`config.mk`:
```
export PLATFORM = sky130hd
export DESIGN_NAME = psc_sequencer
export DESIGN_NICKNAME = d
export VERILOG_FILES = /design/src/rtl/psc_sequencer.sv
export SDC_FILE = /design/constraint.sdc
export NUM_CORES = 1
export LEC_CHECK = 0
export CELL_PAD_IN_SITES_DETAIL_PLACEMENT = 2
export CELL_PAD_IN_SITES_GLOBAL_PLACEMENT = 2
export CORE_ASPECT_RATIO = 1.2
export CORE_MARGIN = 5
export CORE_UTILIZATION = 28
export DETAILED_ROUTE_END_ITERATION = 10
export GPL_TIMING_DRIVEN = 0
export MAX_ROUTING_LAYER = met4
export PLACE_DENSITY_LB_ADDON = 0.1
export SYNTH_ARGS = -nofsm -noshare
export SYNTH_HDL_FRONTEND = slang
export SYNTH_SLANG_ARGS = --single-unit
```
`constraint.sdc`:
```
create_clock -name clk -period 3.7 [get_ports clk]
set_input_delay 0.555 -clock clk [delete_from_list [all_inputs] [get_ports clk]]
set_output_delay 0.555 -clock clk [all_outputs]
set_load 0.03 [all_outputs]
```
`src/rtl/psc_sequencer.sv`:
```
// Round-robin sequencer that shares a PSC block array among NUM_REQ requesters.
// Optional WAIT watchdog enabled by defining PSC_SEQ_TIMEOUT_EN.
module psc_sequencer #(
    parameter int unsigned NUM_REQ        = 2,
    parameter int unsigned TIMEOUT_CYCLES = 255,
    localparam int unsigned IDW           = (NUM_REQ > 1) ? $clog2(NUM_REQ) : 1
) (
    input  logic                 clk,
    input  logic                 reset,
    input  logic [NUM_REQ-1:0]   req_valid,
    input  logic [2*NUM_REQ-1:0] req_mode,
    output logic [NUM_REQ-1:0]   req_ready,
    output logic [NUM_REQ-1:0]   req_done,
    output logic [NUM_REQ-1:0]   req_err,
    output logic [1:0]           psc_mode,
    output logic                 psc_start,
    input  logic                 psc_finish,
    output logic                 busy,
    output logic [IDW-1:0]       grant_id
);

    localparam int unsigned WDW = 16;

    typedef enum logic [1:0] {
        IDLE  = 2'd0,
        START = 2'd1,
        WAIT  = 2'd2,
        DONE  = 2'd3
    } state_t;

    if (NUM_REQ < 2 || NUM_REQ > 8 || TIMEOUT_CYCLES < 1 || TIMEOUT_CYCLES > 65535) begin : g_bad_param
        $error("psc_sequencer: parameter out of range");
    end

    state_t               state_q, state_d;
    logic [1:0]           mode_q, mode_d;
    logic [IDW-1:0]       ptr_q, ptr_d;
    logic [IDW-1:0]       owner_d;
    logic [NUM_REQ-1:0]   owner_oh;
    logic                 err_d;
    logic                 timeout_c;

    logic                 found;
    logic [IDW-1:0]       pick;
    logic [IDW-1:0]       idx;
    logic [1:0]           mode_sel;

    // Round-robin search starting at the pointer (last grant + 1).
    always_comb begin
        found = 1'b0;
        pick  = '0;
        idx   = '0;
        for (int k = 0; k < int'(NUM_REQ); k++) begin
            idx = IDW'((int'(ptr_q) + k) % int'(NUM_REQ));
            if (!found && req_valid[idx]) begin
                found = 1'b1;
                pick  = idx;
            end
        end
    end

    assign mode_sel = req_mode[{pick, 1'b0} +: 2];

`ifdef PSC_SEQ_TIMEOUT_EN
    logic [WDW-1:0] wdog_q;

    // Counts cycles spent in WAIT; cleared in every other state.
    always_ff @(posedge clk or negedge reset) begin
        if (!reset) begin
            wdog_q <= '0;
        end else if (state_q == WAIT) begin
            wdog_q <= wdog_q + 1'b1;
        end else begin
            wdog_q <= '0;
        end
    end

    assign timeout_c = (state_q == WAIT) && (wdog_q == WDW'(TIMEOUT_CYCLES - 1));
`else
    assign timeout_c = 1'b0;
`endif

    // Next-state logic; req_ready is the grant decision of the IDLE cycle itself.
    always_comb begin
        state_d   = state_q;
        mode_d    = mode_q;
        ptr_d     = ptr_q;
        owner_d   = grant_id;
        err_d     = 1'b0;
        req_ready = '0;
        case (state_q)
            IDLE: begin
                if (found && reset) begin
                    req_ready[pick] = 1'b1;
                    mode_d          = mode_sel;
                    owner_d         = pick;
                    ptr_d           = (pick == IDW'(NUM_REQ - 1)) ? '0 : IDW'(pick + 1'b1);
                    state_d         = (mode_sel == 2'b00) ? DONE : START;
                end
            end
            START: state_d = WAIT;
            WAIT: begin
                if (psc_finish) begin
                    state_d = DONE;
                end else if (timeout_c) begin
                    state_d = DONE;
                    err_d   = 1'b1;
                end
            end
            DONE:    state_d = IDLE;
            default: state_d = IDLE;
        endcase
    end

    always_comb begin
        owner_oh          = '0;
        owner_oh[owner_d] = 1'b1;
    end

    // State and registered outputs, computed from the next state.
    always_ff @(posedge clk or negedge reset) begin
        if (!reset) begin
            state_q   <= IDLE;
            mode_q    <= 2'b00;
            ptr_q     <= '0;
            grant_id  <= '0;
            psc_start <= 1'b0;
            psc_mode  <= 2'b00;
            busy      <= 1'b0;
            req_done  <= '0;
            req_err   <= '0;
        end else begin
            state_q   <= state_d;
            mode_q    <= mode_d;
            ptr_q     <= ptr_d;
            grant_id  <= owner_d;
            psc_start <= (state_d == START);
            psc_mode  <= (state_d == IDLE) ? 2'b00 : mode_d;
            busy      <= (state_d != IDLE);
            req_done  <= (state_d == DONE) ? owner_oh : '0;
            req_err   <= err_d ? owner_oh : '0;
        end
    end

endmodule

```
==> impl_metrics.yaml, run 1 <==
clock_tree:
  clk_pin_slew_worst_paths_ps: 70
  cts-buffers-inserted: 3
  cts_max_level: 1
  clock_sinks: 12
  cts_max_path_buffers: 2
  cts_root_buffer: "clkbuf_4"
  cts_hold_buffers: 0
  cts_resized: 0
  clk_latency_ps: 270
  cts_setup_buffers: 0
  cts_tree: "built"
finish:
  multi_input_area_um2: 265
  area_delta_synth_final_pct: 41.1
  final_core_utilization_pct: 41.5
  nets: 92
  fin_cells: 110
  antennaDiodeCount: 0
  drive_gt1_share_pct: 17.5
  nFillCells: 224
  register_area_um2: 300
pwr:
  p_per_area_nw_per_um2: 838
  power_leakage_nw: 0.394
  power_w: 0.000713
  ir_worst_vdd_mv: 0.347
global_route:
  grt_pass1_vias: 548
  grt_pass1_wl_mm: 2.37
  grt_max_degree: 15
  antenna_found_initial: 0
  gr-total-overflow: 0
  grtUsageTotal_pct: 10.9
die:
  die_y_um: 60.8
  ios: 20
  start_util_pct: 29.4
  core_um2: 2050
  die_width_um: 52.4
  row_count: 18
  dieArea_um2: 3190
detailed_routing:
  met1_length_um: 616
  met3_length_um: 69
  finalWirelength_mm: 1.37
  post-route-drc-count: 0
  wl_per_cell_um: 12.5
  num_vias: 478
  first_pass_iters: 4
  wl_met2_um: 639
  postRouteAntennaNets: 0
  vias_per_cell: 4.35
  maxUsedRoutingLayer: "met4"
  drt_iter0_drc: 5
logic_synthesis:
  synthDistinctLibCells: 26
  avgSynthCellArea_um2: 10.4
  synth_seq_area_share_pct: 49.8
  syn_area_um2: 603
  synth-warning-count: 0
  synth_cells: 58
  synth-seq-cells: 12
placement:
  dp_hpwl_mm: 1.09
  portBuffers: 17
  placedCellCount: 106
  dp_slack_ps: 435
  place_congestion: 0.710
sta:
  max_freq_mhz: 315
  hold_viol_final: 0
  setup_ws_ps: 521
  worst_pin_slew_ps: 634
  slew_violations: 0
  period_share_pct: 85.9
  tns_ps: 0
  max_slew_margin_pct: 57.6
  min_period_ps: 3180
  setup-violations-final: 0
  grt_setup_unrepaired: "false"
  fin_skew_ps: 1.39
worst_hold_path:
  min_path_type: "reg -> reg"
critical_path:
  cp.required_ps: 3140
  cp-end-kind: "primary output"
  arrival_ps: 2620
  worstPathMaxFanout: 14
  crit_path_start_kind: "primary input"
  criticalPathCategory: "in -> out"
run_status:
  outcome: "complete, no violations"
run:
  drv_cap: 0
[worst max-delay path, cell delays in order]
cell and delay, ps:
clkdlybuf4s50_1 880, o211ai_2 300, nor2_1 200, clkdlybuf4s50_1 690
[cells in the mapped netlist]
cell / instances / area (um2)
o21ai_2: 1 / 8.76
nor3_1: 1 / 5.00
inv_1: 7 / 26.3
a21oi_1: 5 / 25.0
o21ai_1: 2 / 10.0
and2_4: 1 / 8.76
nand2b_1: 1 / 6.26
and3_2: 1 / 7.51
nor2b_1: 2 / 12.5
o211ai_1: 1 / 7.51
mux2i_1: 2 / 20.0
o211ai_2: 1 / 12.5
a211oi_2: 2 / 25.0
a22o_1: 1 / 8.76
o21ai_0: 1 / 5.00
o211a_1: 1 / 10.0
nand2_1: 3 / 11.3
a211oi_1: 1 / 7.51
a31oi_2: 1 / 12.5
ha_1: 2 / 25.0
conb_1: 1 / 3.75
dfrtp_1: 12 / 300
o21a_1: 1 / 7.51
nor2_2: 1 / 6.26
buf_4: 2 / 15.0
nor2_1: 4 / 15.0
[sequential cells by signal, summed over array words and instances, names as in the netlist]
name	flops
mode_q	2
req_done	2
grant_id	1
psc_start	1
state_q	2
ptr_q	1
busy	1
psc_mode	2
[metrics by stage]
step | hold WS, ps | instance area, um2
after floorplan | 259 | 607
after global placement | 501 | 815
after detailed placement | 514 | 815
after CTS | 526 | 851
after global routing | 552 | 851
final | 516 | 851
[routing by layer]
layer | up-vias | global-route usage, %
met4 | 0 | 8.76
met2 | 14 | 16.5
met3 | 5 | 2.95
met1 | 223 | 11.8
li1 | 236 | -
met5 | - | -
[cell families (layout without fill, tap and decap cells)]
family	Yosys count	after routing	share of synthesized area, %
other	1	2	0.622
DFF	12	12	49.8
adders and majority gates	2	2	4.15
muxes	2	2	3.32
buffers and inverters	9	30	6.85
and+or+nand+nor	14	14	12.0
AOI/OAI and AO/OA	18	18	23.2
[layout make-up]
cell class,instances,area share (%)
clock buffers,4,4.26
flip-flops and latches,12,35.3
repair buffers,17,20.0
inverters,7,3.09
well taps,30,4.41
multi-input cells,38,31.2
plain buffers,2,1.76
[path summary, 6_finish.rpt]
path                             from           end  slack (ps)  cells after the start
max in group asynchronous       reset         ptr_q        2630                      1
hold reg to reg                 ptr_q         ptr_q         520                      2
hold / removal                  ptr_q         ptr_q         520                      2
setup / recovery                reset  req_ready[1]         520                      4
setup reg to reg           state_q[0]   req_done[1]        2140                      6
min in group asynchronous       reset          busy         670                      1
[power breakdown]
group	total, W	leakage, nW	internal, W	switching [W]
Clock	0.000105	0.0210	0.0000599	0.0000449
Combinational	0.000394	0.227	0.000165	0.000229
Sequential	0.000215	0.145	0.000192	0.0000228
Total	0.000713	0.394	0.000417	0.000296
[cell usage in the layout, fill, tap and decap left out, types with 2 or more instances in the layout]
master and count:
a211oi_2 2, mux2i_1 2, a21oi_1 5, o21ai_1 2, nand2_1 3, conb_1 2, buf_4 2, nor2b_1 2
nor2_1 4, inv_1 7, clkbuf_4 3, dfrtp_1 12, clkdlybuf4s50_1 17, ha_1 2
No activity file was read; power rests on OpenSTA's default activity.
==> run 2, diff against run 1 <==
--- a/config.mk
+++ b/config.mk
@@ -8,12 +8,12 @@
 export CELL_PAD_IN_SITES_DETAIL_PLACEMENT = 2
 export CELL_PAD_IN_SITES_GLOBAL_PLACEMENT = 2
 export CORE_ASPECT_RATIO = 1.2
-export CORE_MARGIN = 5
+export CORE_MARGIN = 3
 export CORE_UTILIZATION = 28
 export DETAILED_ROUTE_END_ITERATION = 10
 export GPL_TIMING_DRIVEN = 0
 export MAX_ROUTING_LAYER = met4
-export PLACE_DENSITY_LB_ADDON = 0.1
+export PLACE_DENSITY = 0.8
 export SYNTH_ARGS = -nofsm -noshare
 export SYNTH_HDL_FRONTEND = slang
 export SYNTH_SLANG_ARGS = --single-unit
==> run 2 against run 1 <==
Against the previous run: final cell count down 1.8%; combinational power is 1% higher; sequential power about the same; worst setup slack improved by 12 ps; global-route usage rose by 0.61 points; design area decreased by 0.29%; die area fell by 14%; largest power group unchanged; sequential share of layout area rose by 0.10 points; fmax is 0.37% higher; largest cell class unchanged; wire length grew 1.8%.
==> impl_metrics.yaml, run 2 (synthesized netlist as in run 1, its figures left out) <==
run_status:
  outcome: "complete, no violations"
finish:
  drive_gt1_share_pct: 17.5
  area_delta_synth_final_pct: 40.7
  final_common_cell: "clkdlybuf4s50_1"
  nets: 92
  nFillCells: 208
  layout_common_cells: "clkdlybuf4s50_1 (17), dfrtp_1 (12), inv_1 (7)"
  antennaDiodeCount: 0
critical_path:
  crit_chain: "clkdlybuf4s50_1 -> o211ai_2 -> nor2_1 -> clkdlybuf4s50_1"
  crit_top_cell: "clkdlybuf4s50_1"
  crit_buf_inv: 2
  cp-end-kind: "primary output"
  r2r-start: "state_q[0]"
  critPathTopFamily: "buffers and inverters"
  worstPathMaxFanout: 14
  worstSetupStartpoint: "reset"
  cpPeakStageDelay_ps: 880
  criticalPathCategory: "in -> out"
  crit_path_start_kind: "primary input"
  cp_slowest_cell: "clkdlybuf4s50_1"
  arrival_ps: 2610
  cp.required_ps: 3140
clock_tree:
  cts_resized: 0
  cts_setup_buffers: 0
  cts_hold_buffers: 0
  clk_pin_slew_worst_paths_ps: 70
  cts-buffers-inserted: 3
  cts_max_path_buffers: 2
  cts_max_level: 1
  clk_latency_ps: 270
  cts_root_buffer: "clkbuf_4"
  clock_sinks: 12
  cts_tree: "built"
die:
  row_count: 17
  dieArea_um2: 2750
  core_um2: 1940
  ios: 20
  start_util_pct: 31.2
  die_width_um: 48.4
  die_y_um: 56.8
run:
  drv_cap: 0
detailed_routing:
  finalWirelength_mm: 1.40
  met3_length_um: 63
  first_pass_iters: 2
  post-route-drc-count: 0
  vias_per_cell: 4.67
  wl_per_cell_um: 12.9
  num_vias: 504
  maxUsedRoutingLayer: "met4"
  drt_iter0_drc: 5
  postRouteAntennaNets: 0
  met1_length_um: 591
  wl_met2_um: 720
sta:
  worst_pin_slew_ps: 645
  grt_setup_unrepaired: "false"
  max_slew_margin_pct: 56.9
  max_freq_mhz: 316
  min_period_ps: 3170
  period_share_pct: 85.6
  tns_ps: 0
  hold_viol_final: 0
  slew_violations: 0
  fin_skew_ps: 1.27
  setup-violations-final: 0
worst_hold_path:
  min_path_type: "reg -> reg"
  hold_start: "ptr_q"
pwr:
  power_w: 0.000717
  ir_worst_vdd_mv: 0.369
  power_leakage_nw: 0.394
  p_per_area_nw_per_um2: 845
global_route:
  antenna_found_initial: 0
  grt_pass1_vias: 540
  gr-total-overflow: 0
  grtUsageTotal_pct: 11.5
  grt_pass1_wl_mm: 2.39
  grt_max_degree: 15
placement:
  dp_hpwl_mm: 1.15
  portBuffers: 17
  place_congestion: 0.716
==> run 2: cell counts in the layout (fill, tap and decap cells not counted) <==
Identical to the previous run, type by type.
==> run 2: layout make-up <==
type	count	area, um2	area share (%)
Buffer	2	15.0	1.77
Clock buffer	4	36.3	4.28
Inverter	7	26.3	3.10
Multi-Input combinational cell	38	265	31.3
Sequential cell	12	300	35.4
Tap cell	28	35.0	4.13
Timing Repair Buffer	17	170	20.1
==> run 2: per-stage QoR <==
step / hold slack, ps / utilization [%] / setup slack (ps) / area [um2] / std cells
final: 518 / 43.8 / 532 / 848 / 108
after detailed placement: 512 / 42.0 / 466 / 812 / 104
after CTS: 524 / 43.8 / 460 / 848 / 108
after global routing: 544 / 43.8 / 349 / 848 / 108
after global placement: 502 / 42.0 / 484 / 812 / 104
after floorplan: 259 / - / 1820 / 607 / 59
==> run 2: worst min-delay path, delay by kind of cell, from the launching register on <==
family | cells | cell delay (ps)
compound gates | 1 | 50
flops | 1 | 370
buf+inv | 1 | 60
==> run 2: worst paths after layout <==
check / end / slack (ps) / depth (start not counted)
min reg2reg: ptr_q / 520 / 2
max reg2reg: req_done[1] / 2090 / 6
max: req_ready[1] / 530 / 4
min: ptr_q / 520 / 2
min in group asynchronous: busy / 680 / 1
max in group asynchronous: state_q[1] / 2610 / 1
==> run 2: metal layers <==
metal,up-vias,track usage [%]
li1,240,-
met1,245,12.4
met2,15,19.9
met3,4,2.12
met4,0,6.10
met5,-,-
==> run 2: power by group <==
| part | internal [W] | total, W | switching (W) |
|---|---|---|---|
| Combinational | 0.000165 | 0.000399 | 0.000234 |
| Sequential | 0.000192 | 0.000215 | 0.0000235 |
| Clock | 0.0000598 | 0.000102 | 0.0000426 |
